File: src/rtl/bcd_to_binary_seq_pkg.sv
// ============================================================================
// bcd_to_binary_seq_pkg : shared constants and state encoding for the
//                         sequential BCD-to-binary converter.
// Rev 1.0
// ============================================================================
`default_nettype none

package bcd_to_binary_seq_pkg;

    localparam int C_DIGITS = 5;
    localparam int C_WIDTH  = 16;
    localparam int C_BCD_W  = 4 * C_DIGITS;

    typedef logic [1:0] state_t;
    localparam state_t S_IDLE   = 2'd0;
    localparam state_t S_SHIFT  = 2'd1;
    localparam state_t S_FINISH = 2'd2;

    localparam int unsigned C_MAX_POS     = 32767;
    localparam int unsigned C_MAX_NEG_MAG = 32768;
    localparam logic [15:0] C_SAT_POS     = 16'h7FFF;
    localparam logic [15:0] C_SAT_NEG     = 16'h8000;

    function automatic logic nibble_invalid(input logic [3:0] i_nib);
        return (i_nib > 4'd9);
    endfunction

endpackage

`default_nettype wire

File: src/rtl/bcd_to_binary_seq_nibble_adjust.sv
// ============================================================================
// bcd_nibble_adjust : reverse double-dabble correction, subtracts 3 from a
//                     nibble that is 8 or more.
// Rev 1.0
// ============================================================================
`default_nettype none

module bcd_nibble_adjust (
    input  logic [3:0] i_nib,
    output logic [3:0] o_nib
);

    always_comb begin
        o_nib = i_nib;
        if (i_nib >= 4'd8) begin
            o_nib = i_nib - 4'd3;
        end
    end

endmodule

`default_nettype wire

File: src/rtl/bcd_to_binary_seq.sv
// ============================================================================
// bcd_to_binary_seq : sequential reverse double-dabble, signed BCD magnitude
//                     to saturated two's-complement, start/done handshake.
// Rev 1.0
// ============================================================================
`default_nettype none

module bcd_to_binary_seq
    import bcd_to_binary_seq_pkg::*;
#(
    parameter int DIGITS = C_DIGITS,
    parameter int WIDTH  = C_WIDTH
) (
    input  logic                  clkout,
    input  logic                  rst,
    input  logic                  clr,
    input  logic                  start,
    input  logic [4*DIGITS-1:0]   bcd,
    input  logic                  sign,
    output logic [WIDTH-1:0]      binary,
    output logic                  busy,
    output logic                  done,
    output logic                  err
);

    localparam int BCD_W  = 4 * DIGITS;
    localparam int ITER_W = $clog2(BCD_W + 1);

    state_t             r_state;
    state_t             w_state_nxt;

    logic [BCD_W-1:0]   r_bcd;
    logic [BCD_W-1:0]   r_mag;
    logic [ITER_W-1:0]  r_iter;
    logic               r_sign;
    logic               r_inv;
    logic [WIDTH-1:0]   r_bin;
    logic               r_done;
    logic               r_err;

    logic               w_inv;
    logic               w_busy;
    logic               w_load;
    logic               w_shift;
    logic               w_finish;
    logic               w_last_shift;
    logic [BCD_W-1:0]   w_bcd_shift;
    logic [BCD_W-1:0]   w_bcd_adj;
    logic [WIDTH-1:0]   w_mag_lo;
    logic [WIDTH-1:0]   w_res_bin;
    logic               w_res_err;

    always_comb begin
        w_inv = 1'b0;
        for (int d = 0; d < DIGITS; d++) begin
            if (nibble_invalid(bcd[4*d +: 4])) begin
                w_inv = 1'b1;
            end
        end
    end

    // Shift first, then correct every nibble of the shifted BCD word.
    assign w_bcd_shift = {1'b0, r_bcd[BCD_W-1:1]};

    for (genvar g = 0; g < DIGITS; g++) begin : g_adj
        bcd_nibble_adjust u_adj (
            .i_nib (w_bcd_shift[4*g +: 4]),
            .o_nib (w_bcd_adj[4*g +: 4])
        );
    end

    assign w_last_shift = (r_iter == ITER_W'(BCD_W - 1));

    always_ff @(posedge clkout or posedge rst) begin
        if (rst) begin
            r_state <= S_IDLE;
        end else if (clr) begin
            r_state <= S_IDLE;
        end else begin
            r_state <= w_state_nxt;
        end
    end

    // The done cycle is spent in IDLE with start masked, so held starts
    // are spaced one cycle beyond the done pulse.
    always_comb begin
        w_state_nxt = r_state;
        case (r_state)
            S_IDLE: begin
                if (start && !r_done) begin
                    w_state_nxt = w_inv ? S_FINISH : S_SHIFT;
                end
            end
            S_SHIFT: begin
                if (w_last_shift) begin
                    w_state_nxt = S_FINISH;
                end
            end
            S_FINISH: w_state_nxt = S_IDLE;
            default:  w_state_nxt = S_IDLE;
        endcase
    end

    always_comb begin
        w_busy   = (r_state != S_IDLE);
        w_load   = (r_state == S_IDLE) && start && !r_done;
        w_shift  = (r_state == S_SHIFT);
        w_finish = (r_state == S_FINISH);
    end

    // Range checks compare the full magnitude so 99999 never aliases.
    assign w_mag_lo = WIDTH'(r_mag);

    always_comb begin
        w_res_bin = '0;
        w_res_err = 1'b0;
        if (r_inv) begin
            w_res_err = 1'b1;
        end else if (!r_sign) begin
            if (r_mag > BCD_W'(C_MAX_POS)) begin
                w_res_bin = WIDTH'(C_SAT_POS);
                w_res_err = 1'b1;
            end else begin
                w_res_bin = w_mag_lo;
            end
        end else begin
            if (r_mag > BCD_W'(C_MAX_NEG_MAG)) begin
                w_res_bin = WIDTH'(C_SAT_NEG);
                w_res_err = 1'b1;
            end else begin
                w_res_bin = '0 - w_mag_lo;
            end
        end
    end

    always_ff @(posedge clkout or posedge rst) begin
        if (rst) begin
            r_bcd  <= '0;
            r_mag  <= '0;
            r_iter <= '0;
            r_sign <= 1'b0;
            r_inv  <= 1'b0;
            r_bin  <= '0;
            r_done <= 1'b0;
            r_err  <= 1'b0;
        end else if (clr) begin
            r_bcd  <= '0;
            r_mag  <= '0;
            r_iter <= '0;
            r_sign <= 1'b0;
            r_inv  <= 1'b0;
            r_bin  <= '0;
            r_done <= 1'b0;
            r_err  <= 1'b0;
        end else begin
            r_done <= w_finish;
            if (w_load) begin
                r_bcd  <= bcd;
                r_sign <= sign;
                r_inv  <= w_inv;
                r_mag  <= '0;
                r_iter <= '0;
            end
            if (w_shift) begin
                r_bcd  <= w_bcd_adj;
                r_mag  <= {r_bcd[0], r_mag[BCD_W-1:1]};
                r_iter <= r_iter + 1'b1;
            end
            if (w_finish) begin
                r_bin <= w_res_bin;
                r_err <= w_res_err;
            end
        end
    end

    assign binary = r_bin;
    assign busy   = w_busy;
    assign done   = r_done;
    assign err    = r_err;

endmodule

`default_nettype wire

File: config.mk
export PLATFORM = sky130hd
export DESIGN_NAME = bcd_to_binary_seq
export DESIGN_NICKNAME = d
export VERILOG_FILES = /design/src/rtl/bcd_to_binary_seq_pkg.sv /design/src/rtl/bcd_to_binary_seq_nibble_adjust.sv /design/src/rtl/bcd_to_binary_seq.sv
export SDC_FILE = /design/constraint.sdc
export NUM_CORES = 1
export LEC_CHECK = 0
export CORE_ASPECT_RATIO = 0.75
export CORE_MARGIN = 5
export CORE_UTILIZATION = 54
export CTS_CLUSTER_DIAMETER = 150
export DETAILED_ROUTE_END_ITERATION = 8
export PLACE_DENSITY = 0.76
export SLEW_MARGIN = 20
export SYNTH_ARGS = -nofsm -noshare
export SYNTH_HDL_FRONTEND = slang
export SYNTH_SLANG_ARGS = --single-unit
File: constraint.sdc
create_clock -name clkout -period 3.1 [get_ports clkout]
set_input_delay 0.775 -clock clkout [delete_from_list [all_inputs] [get_ports clkout]]
set_output_delay 0.775 -clock clkout [all_outputs]
set_load 0.01 [all_outputs]
==> run metrics, run 1 <==
total power=1.935 mW; total grt overflow=0; Worst Path Max Fanout=11; initial DRC count=203; CP cell instances=inv_1 > ha_1 > or4b_1 > nor4_4 > o21ai_2 > o31ai_1; Slew headroom=59.39%; drt total wl=8390 µm; Syn Nets=401; # H-tree levels=3; share of the synthesized area in the top cell type=45.27%; ranking of synthesized cells by area=dfrtp_1, a211oi_1, a22o_1; Peak VDD IR=0.2779 mV; Worst setup SP type=register; routed len/inst=17.02 µm; GRT Overall Usage=20.88%; max-slew violations=0; clock latency on the worst-skew pair=0.35 ns; Gate Count Post-Synth=366; IO Port Bufs=43; Setup crit end kind=register; synthesized cell area=0.003704 mm²; prevailing post-synth register cell=dfrtp_1; CTS Buffer Depth=2; Slowest cell on crit path=or4b_1; Hold Buf Count CTS=0; total negative setup slack=0 ns; CP Class=reg2reg; warnings from Yosys=0; hold_sp=binary[6]; Async S/R FF share, synth=100.0%; floorplan row count=26; Die Area=0.008632 mm²; r2r worst-path depth=6; commonest non-fill, non-tap cell in the layout=dfrtp_1; Post-CTS Resized=0; fill count=515; initial antenna violation count=0; Tightest Hold Check Type=reg2reg; HPWL after DPL=5888 µm; core area=0.006734 mm²; Antenna Cells=0; GPL Wtd Cong=0.8436; dpl ws=0.6147 ns; CP Launch Point=r_mag[1]; fmax=408.2 MHz; CTS tree=yes; Final Hold Fails=0; final period demand of the worst path=2.450 ns; status=finished clean; WP depth=6; RSZ-0062 raised after global routing=no; PnR worst setup slack=0.6501 ns; sequential element share of the synthesized area=45.27%; Design Area, Final=0.004414 mm²; Final Util=65.55%; DRC viols=0; Synth Register Bits=67; Die Wd=105.6 µm; commonest non-fill, non-tap cells in the layout=dfrtp_1, clkdlybuf4s50_1, nor2_1; top cell type by total area after synthesis=dfrtp_1; Nets=439; share of cells above drive strength 1=10.02%; vias after detailed routing=2,940; CP arrival=2.69 ns; Initial DRT Pass Iterations=4; count of cell types in the netlist=47; Mean Syn Cell Area=10.12 µm²; first-pass GRT wire length=14,190 µm; CP Buf/Inv Count=1; Die H=81.72 µm; Vias/cell=5.963; CP Data Required Time=3.34 ns; static leakage=1.996 nW; Critical Path Max Stage Delay=0.65 ns; Starting Density=55.00%; Post-DRT Antenna Nets=0; Worst path top cell family by delay=simple AND/OR/NAND/NOR gates; clock skew=0.01135 ns; Clk pin slew, worst setup/hold paths=0.08 ns; Placed Area=0.004222 mm²; Worst R2R Start=r_mag[1]; Root Buffer=clkbuf_8; worst-margin pin slew=0.6091 ns; worst hold path depth=2; maxcap violations=0; power per standard cell area=438.4 mW/mm²; TritonCTS buffer count=9; Setup violations, final=0; # IOs=44; number of global-route vias before repair=2,837; largest net degree at the start of global routing=39; Post-synth EDFFs=0; P&R area growth vs syn=19.19%; clk sinks=67; post-CTS setup buffers=0; final worst-path cycle share=79.03%
## per-stage QoR
stage | hold slack, ns | cells
3_3_place_gp | 0.4670 | 477
4_1_cts | 0.4870 | 493
6_report | 0.4834 | 493
5_1_grt | 0.5094 | 493
3_5_place_dp | 0.4707 | 477
2_1_floorplan | 0.4725 | 366
## metal layers
metal / track usage [%] / wire length (µm) / up-vias
li1: - / - / 1429
met3: 4.321 / 344 / 9
met2: 32.57 / 3859 / 47
met5: 0 / 0 / -
met1: 29.57 / 4095 / 1455
met4: 6.598 / 91 / 0
## sequential cells by signal (all words and copies together) (netlist names)
name     cells
r_mag       20
r_inv        1
r_state      2
binary      16
err          1
r_bcd       20
done         1
r_sign       1
r_iter       5
## power breakdown
group / leakage (nW) / total [mW] / switching [mW] / internal, mW
sequential: 0.921 / 0.940 / 0.0361 / 0.904
clock: 0.0950 / 0.723 / 0.355 / 0.368
combinational: 0.981 / 0.272 / 0.145 / 0.127
## tightest hold or removal path, delay by kind of cell, from the launching register on
kind | cells | cell delay, ns
compound gates | 1 | 0.06
simple gates | 1 | 0.05
flops | 1 | 0.35
## path summary, 6_finish.rpt
kind                              end  slack (ns)
setup / recovery           binary[11]        0.65
hold / removal              binary[6]        0.48
setup reg to reg           binary[11]        0.65
hold reg to reg             binary[6]        0.48
max in group asynchronous   binary[4]        1.70
min in group asynchronous    r_bcd[2]        0.65
## cells in the mapped netlist (3+ instances only)
cell and instances:
dfrtp_1 67, nor2_1 34, a211oi_1 28, a22o_1 23, nand2_1 23, clkbuf_1 20
mux2i_1 18, inv_1 13, o21ai_0 13, a21oi_1 10, ha_1 10, or4_1 10
nor3_1 7, o211ai_1 7, nor2b_1 6, or3_1 6, xnor2_1 6, buf_2 5
nand2b_1 5, o31ai_1 5, xor2_1 5, a21o_1 4, a32o_1 4, nor4_1 4
o31ai_2 4, buf_6 3, o21a_1 3
## cell type report
cell class	count	area (µm²)	share of cell area, %
Clock buffer	9	123.9	2.806
Tap cell	84	105.1	2.381
Multi-Input combinational cell	258	1858	42.09
Clock inverter	7	68.82	1.559
Sequential cell	67	1677	37.98
Timing Repair Buffer	55	533.0	12.07
Inverter	13	48.80	1.105
## logic make-up (layout without fill, tap and decap cells)
family,count (synthesis),after routing,share of synthesized area [%]
AO/OA/AOI/OAI,112,112,23.62
multiplexers,19,19,5.169
adder cells (fa/ha/maj),10,10,3.378
XOR/XNOR,11,11,2.601
AND/OR/NAND/NOR,106,106,15.03
buffers and inverters,41,84,4.932
flip-flops,67,67,45.27
No activity file was read; power rests on OpenSTA's default activity.
==> inputs of run 2 (changes only) <==
==> constraint.sdc (replaced) <==
create_clock -name clkout -period 2.51 [get_ports clkout]
set_input_delay 0.6275 -clock clkout [delete_from_list [all_inputs] [get_ports clkout]]
set_output_delay 0.6275 -clock clkout [all_outputs]
set_load 0.01 [all_outputs]
==> run 2 against run 1 <==
  * Combinational power is 27% higher
  * Sequential power grew 23%
  * Die area unchanged
  * Sequential share of layout area down 0.40 points
  * Flip-flop and latch count is the same
  * Hold slack gained 0.0019 ns
  * Critical path depth shrank 4
  * Power up 21%
  * Non-clock buffer count is 6 higher
  * Cell count is 1.0% higher
  * Design area increased by 1.1%
==> run metrics, run 2 (synthesis gave the netlist of run 1 again) <==
status=finished clean; Slowest cell on crit path=clkdlybuf4s50_1; initial antenna violation count=0; Worst R2R Start=r_mag[1]; max-slew violations=0; IO Port Bufs=43; # H-tree levels=3; commonest non-fill, non-tap cells in the layout=dfrtp_1, clkdlybuf4s50_1, nor2_1; worst-margin pin slew=0.8190 ns; power per standard cell area=525.1 mW/mm²; dpl ws=0.1699 ns; static leakage=2.030 nW; floorplan row count=26; PnR worst setup slack=0.2628 ns; worst hold path depth=2; CP cell instances=or2_2 > clkdlybuf4s50_1; Nets=445; Antenna Cells=0; # IOs=44; crit path to=busy; Final Util=66.26%; Worst Path Max Fanout=7; Clk pin slew, worst setup/hold paths=0.07 ns; post-CTS setup buffers=0; Final Hold Fails=0; Initial DRT Pass Iterations=4; DRC viols=0; first-pass GRT wire length=14,320 µm; final period demand of the worst path=2.247 ns; Peak VDD IR=0.3018 mV; WHS=0.4853 ns; initial DRC count=154; CTS Buffer Depth=2; total negative setup slack=0 ns; Post-DRT Antenna Nets=0; TritonCTS buffer count=9; CP Launch Point=r_state[0]; Root Buffer=clkbuf_8; CP Class=reg2out; core area=0.006734 mm²; final worst-path cycle share=89.53%; CP Data Required Time=1.88 ns; P&R area growth vs syn=20.47%; Die H=81.72 µm; Setup crit end kind=output pin; R2R Setup Slk=0.27 ns; total grt overflow=0; Setup violations, final=0; Vias/cell=6.012; share of cells above drive strength 1=11.11%; clock latency on the worst-skew pair=0.35 ns; Hold Buf Count CTS=0; Worst setup SP type=register; total power=2.343 mW; RSZ-0062 raised after global routing=no; CTS tree=yes; RR Endpoint=binary[10]; number of global-route vias before repair=2,923; Critical Path Max Stage Delay=0.49 ns; HPWL after DPL=6060 µm; Slew headroom=45.20%; GPL Wtd Cong=0.8725; r2r worst-path depth=6; largest net degree at the start of global routing=31; fmax=445.0 MHz; clock skew=0.008184 ns; CP arrival=1.62 ns; clk sinks=67; GRT Overall Usage=21.18%; maxcap violations=0; Die Wd=105.6 µm; commonest non-fill, non-tap cell in the layout=dfrtp_1; Tightest Hold Check Type=reg2reg; drt total wl=8519 µm; Die Area=0.008632 mm²; Starting Density=55.00%; routed len/inst=17.11 µm; vias after detailed routing=2,994
-- run 2: cell types whose count changed in the layout (fill, tap and decap cells not counted), sizes merged --
cell and change:
clkbuf +4, bufinv -1, buf +6, clkinvlp -2, clkinv -2
-- run 2: layer usage --
metal | up-vias | global-route usage, % | share of wire (%)
li1 | 1445 | - | -
met1 | 1487 | 28.58 | 48
met2 | 55 | 34.10 | 47
met3 | 7 | 5.499 | 4.3
met4 | 0 | 6.210 | 1.1
met5 | - | 0 | 0
-- run 2: metrics by stage --
| step | area [µm²] | std cells |
|---|---|---|
| finish | 4462 | 498 |
| global route | 4462 | 498 |
| detailed placement | 4279 | 483 |
| CTS | 4458 | 498 |
| global placement | 4279 | 483 |
| floorplan | 3704 | 366 |
-- run 2: critical path: cells and delay by family, from the launching register on --
| kind | cells | cell delay (ns) |
|---|---|---|
| buf+inv | 1 | 0.49 |
| flops | 1 | 0.46 |
| simple gates | 1 | 0.32 |
-- run 2: final cells by class --
type                    count  area, µm²
flip-flops and latches     67       1677
clock inverters             2      10.01
multi-input cells         258       1862
fillers                   519       2272
clock buffers              13      168.9
repair buffers             61      590.6
well taps                  84      105.1
inverters                  13      48.80
-- run 2: power breakdown --
group          total [mW]  internal [mW]  switching [mW]  leakage [nW]
clock               0.835          0.431           0.404        0.0953
combinational       0.346          0.166           0.179          1.01
sequential           1.16           1.12          0.0457         0.921
total                2.34           1.71           0.628          2.03
-- run 2: worst min path at each step --
stage | endpoint | startpoint | slack (ns)
floorplan | r_mag[19] | r_bcd[0] | 0.47
global placement | binary[10] | binary[10] | 0.46
detailed placement | binary[10] | binary[10] | 0.47
CTS | binary[10] | binary[10] | 0.49
global route | binary[14] | binary[14] | 0.52
finish | binary[0] | binary[0] | 0.49
-- run 2: what timing repair did --
action | in CTS | in global routing
endpoints found under the hold margin | 0 | 0
setup endpoints to repair | 0 | 5
resized for setup | 0 | 1
==> inputs of run 3 (changes only) <==
--- a/config.mk
+++ b/config.mk
@@ -10,8 +10,9 @@
 export CORE_UTILIZATION = 54
 export CTS_CLUSTER_DIAMETER = 150
 export DETAILED_ROUTE_END_ITERATION = 8
-export PLACE_DENSITY = 0.76
+export PLACE_DENSITY = 0.77
 export SLEW_MARGIN = 20
 export SYNTH_ARGS = -nofsm -noshare
 export SYNTH_HDL_FRONTEND = slang
+export SYNTH_HIERARCHICAL = 1
 export SYNTH_SLANG_ARGS = --single-unit
==> run 3 against run 2 <==
  * Synthesized area is 3.0% higher
  * Via count grew 1.3%
  * Sequential share of layout area is 1.2 points lower
  * Clock power grew 14%
  * Clock skew grew 0.0025 ns
  * Power increased by 6.3%
  * Die area is 2.7% higher
  * Worst setup slack about the same
  * Cell count is 2.8% higher
  * Critical path depth unchanged
  * Largest cell class unchanged
  * Highest routed layer unchanged
==> run metrics, run 3 <==
final worst-path cycle share=89.54%; Post-CTS Resized=0; PnR worst setup slack=0.2625 ns; largest net degree at the start of global routing=68; top cell type by total area after synthesis=dfrtp_1; worst-margin pin slew=0.7852 ns; Synth Register Bits=67; maxcap violations=0; Hold Buf Count CTS=0; Post-synth EDFFs=0; Setup crit end kind=output pin; Mean Syn Cell Area=10.07 µm²; Async S/R FF share, synth=100.0%; static leakage=2.072 nW; core area=0.006832 mm²; Tightest Hold Check Type=reg2reg; total negative setup slack=0 ns; routed len/inst=16.69 µm; Vias/cell=5.922; status=finished clean; Die H=82.79 µm; RSZ-0062 raised after global routing=no; final period demand of the worst path=2.247 ns; Initial DRT Pass Iterations=4; fmax=444.9 MHz; fill count=532; Worst Path Max Fanout=9; clk sinks=67; CP arrival=1.62 ns; initial DRC count=231; Die Wd=107.1 µm; total power=2.490 mW; first-pass GRT wire length=14,560 µm; WHS=0.4857 ns; prevailing post-synth register cell=dfrtp_1; vias after detailed routing=3,032; warnings from Yosys=6; IO Port Bufs=43; Gate Count Post-Synth=379; Setup violations, final=0; Die Area=0.008863 mm²; initial antenna violation count=0; share of the synthesized area in the top cell type=43.95%; max-slew violations=0; Peak VDD IR=0.3554 mV; DRC viols=0; power per standard cell area=540.3 mW/mm²; dpl ws=0.04027 ns; post-CTS setup buffers=0; Clk pin slew, worst setup/hold paths=0.07 ns; ranking of synthesized cells by area=dfrtp_1, a22o_1, mux2_2; Nets=460; synthesized cell area=0.003815 mm²; CP Class=reg2out; clock latency on the worst-skew pair=0.34 ns; floorplan row count=26; Worst setup SP type=register; commonest non-fill, non-tap cells in the layout=dfrtp_1, clkdlybuf4s50_1, a22o_1; commonest non-fill, non-tap cell in the layout=dfrtp_1; # IOs=44; GPL Wtd Cong=0.8227; HPWL after DPL=5915 µm; top-count cell post-synth=dfrtp_1; Root Buffer=clkbuf_8; clock skew=0.01064 ns; Slew headroom=47.17%; Antenna Cells=0; Post-DRT Antenna Nets=0; synth cell count leaders=dfrtp_1, a22o_1, nand2_1; sequential element share of the synthesized area=43.95%; share of cells above drive strength 1=16.12%; CTS Buffer Depth=2; CTS tree=yes; CP Data Required Time=1.88 ns; P&R area growth vs syn=20.83%; GRT Overall Usage=20.93%; # H-tree levels=3; TritonCTS buffer count=9; number of global-route vias before repair=2,866; total grt overflow=0; drt total wl=8544 µm; Starting Density=55.84%; count of cell types in the netlist=52; Final Hold Fails=0
run 3: changes by cell type in the layout (fill, tap and decap cells not counted), moves of 5 or more:
cell      change
nor2_1       -17
a21oi_1      +11
a22o_1       +19
o211ai_1      -5
nand3_1       +5
o21ai_1       +5
inv_1         +5
conb_1        +5
mux2_2       +19
nand2_1      +10
a211oi_1     -27
buf_4         -7
mux2i_1      -14
run 3: stage by stage:
step / utilization (%) / cells / instance area (µm²)
detailed placement: 64.36 / 496 / 4397
floorplan: - / 383 / 3830
global route: 67.47 / 512 / 4609
finish: 67.47 / 512 / 4609
global placement: 64.36 / 496 / 4397
CTS: 67.47 / 512 / 4609
run 3: worst paths after layout:
check / start / end / slack [ns] / depth (start not counted)
max: r_state[1] / busy / 0.26 / 2
min: binary[8] / binary[8] / 0.49 / 2
max reg2reg: r_mag[1] / binary[14] / 0.29 / 7
min reg2reg: binary[8] / binary[8] / 0.49 / 2
max in group asynchronous: rst / r_mag[12] / 1.54 / 3
min in group asynchronous: rst / binary[0] / 0.67 / 3
run 3: cells by family after synthesis:
group | Yosys count | synth area share, %
AO/OA/AOI/OAI | 113 | 22.34
AND/OR/NAND/NOR | 105 | 15.15
flip-flops | 67 | 43.95
buffers and inverters | 46 | 5.050
multiplexers | 24 | 6.953
adder cells (fa/ha/maj) | 12 | 3.936
XOR/XNOR | 11 | 2.525
other | 1 | 0.09830
run 3: routing by layer:
layer / vias up / GRT usage [%] / wire (µm)
met5: - / 0 / 0
met4: 0 / 4.342 / 61
met3: 7 / 5.259 / 452
met2: 73 / 32.58 / 3942
met1: 1492 / 29.87 / 4088
li1: 1460 / - / -
run 3: critical path, stage by stage (launching register included):
cell,delay (ns)
dfrtp_1,0.47
or2_2,0.33
clkdlybuf4s50_1,0.48
run 3: power breakdown:
group          switching, mW  internal (mW)  total (mW)  leakage (nW)
registers             0.0575           1.12        1.18         0.911
logic                  0.178          0.178       0.356          1.05
clock network          0.416          0.537       0.953         0.108
run 3: final cells by class:
cell class	instances	area [µm²]	area share (%)
Clock inverter	4	47.55	1.031
Timing Repair Buffer	56	578.1	12.54
Tap cell	84	105.1	2.280
Sequential cell	67	1677	36.37
Clock buffer	12	165.2	3.583
Multi-Input combinational cell	270	1966	42.64
Inverter	19	71.32	1.547
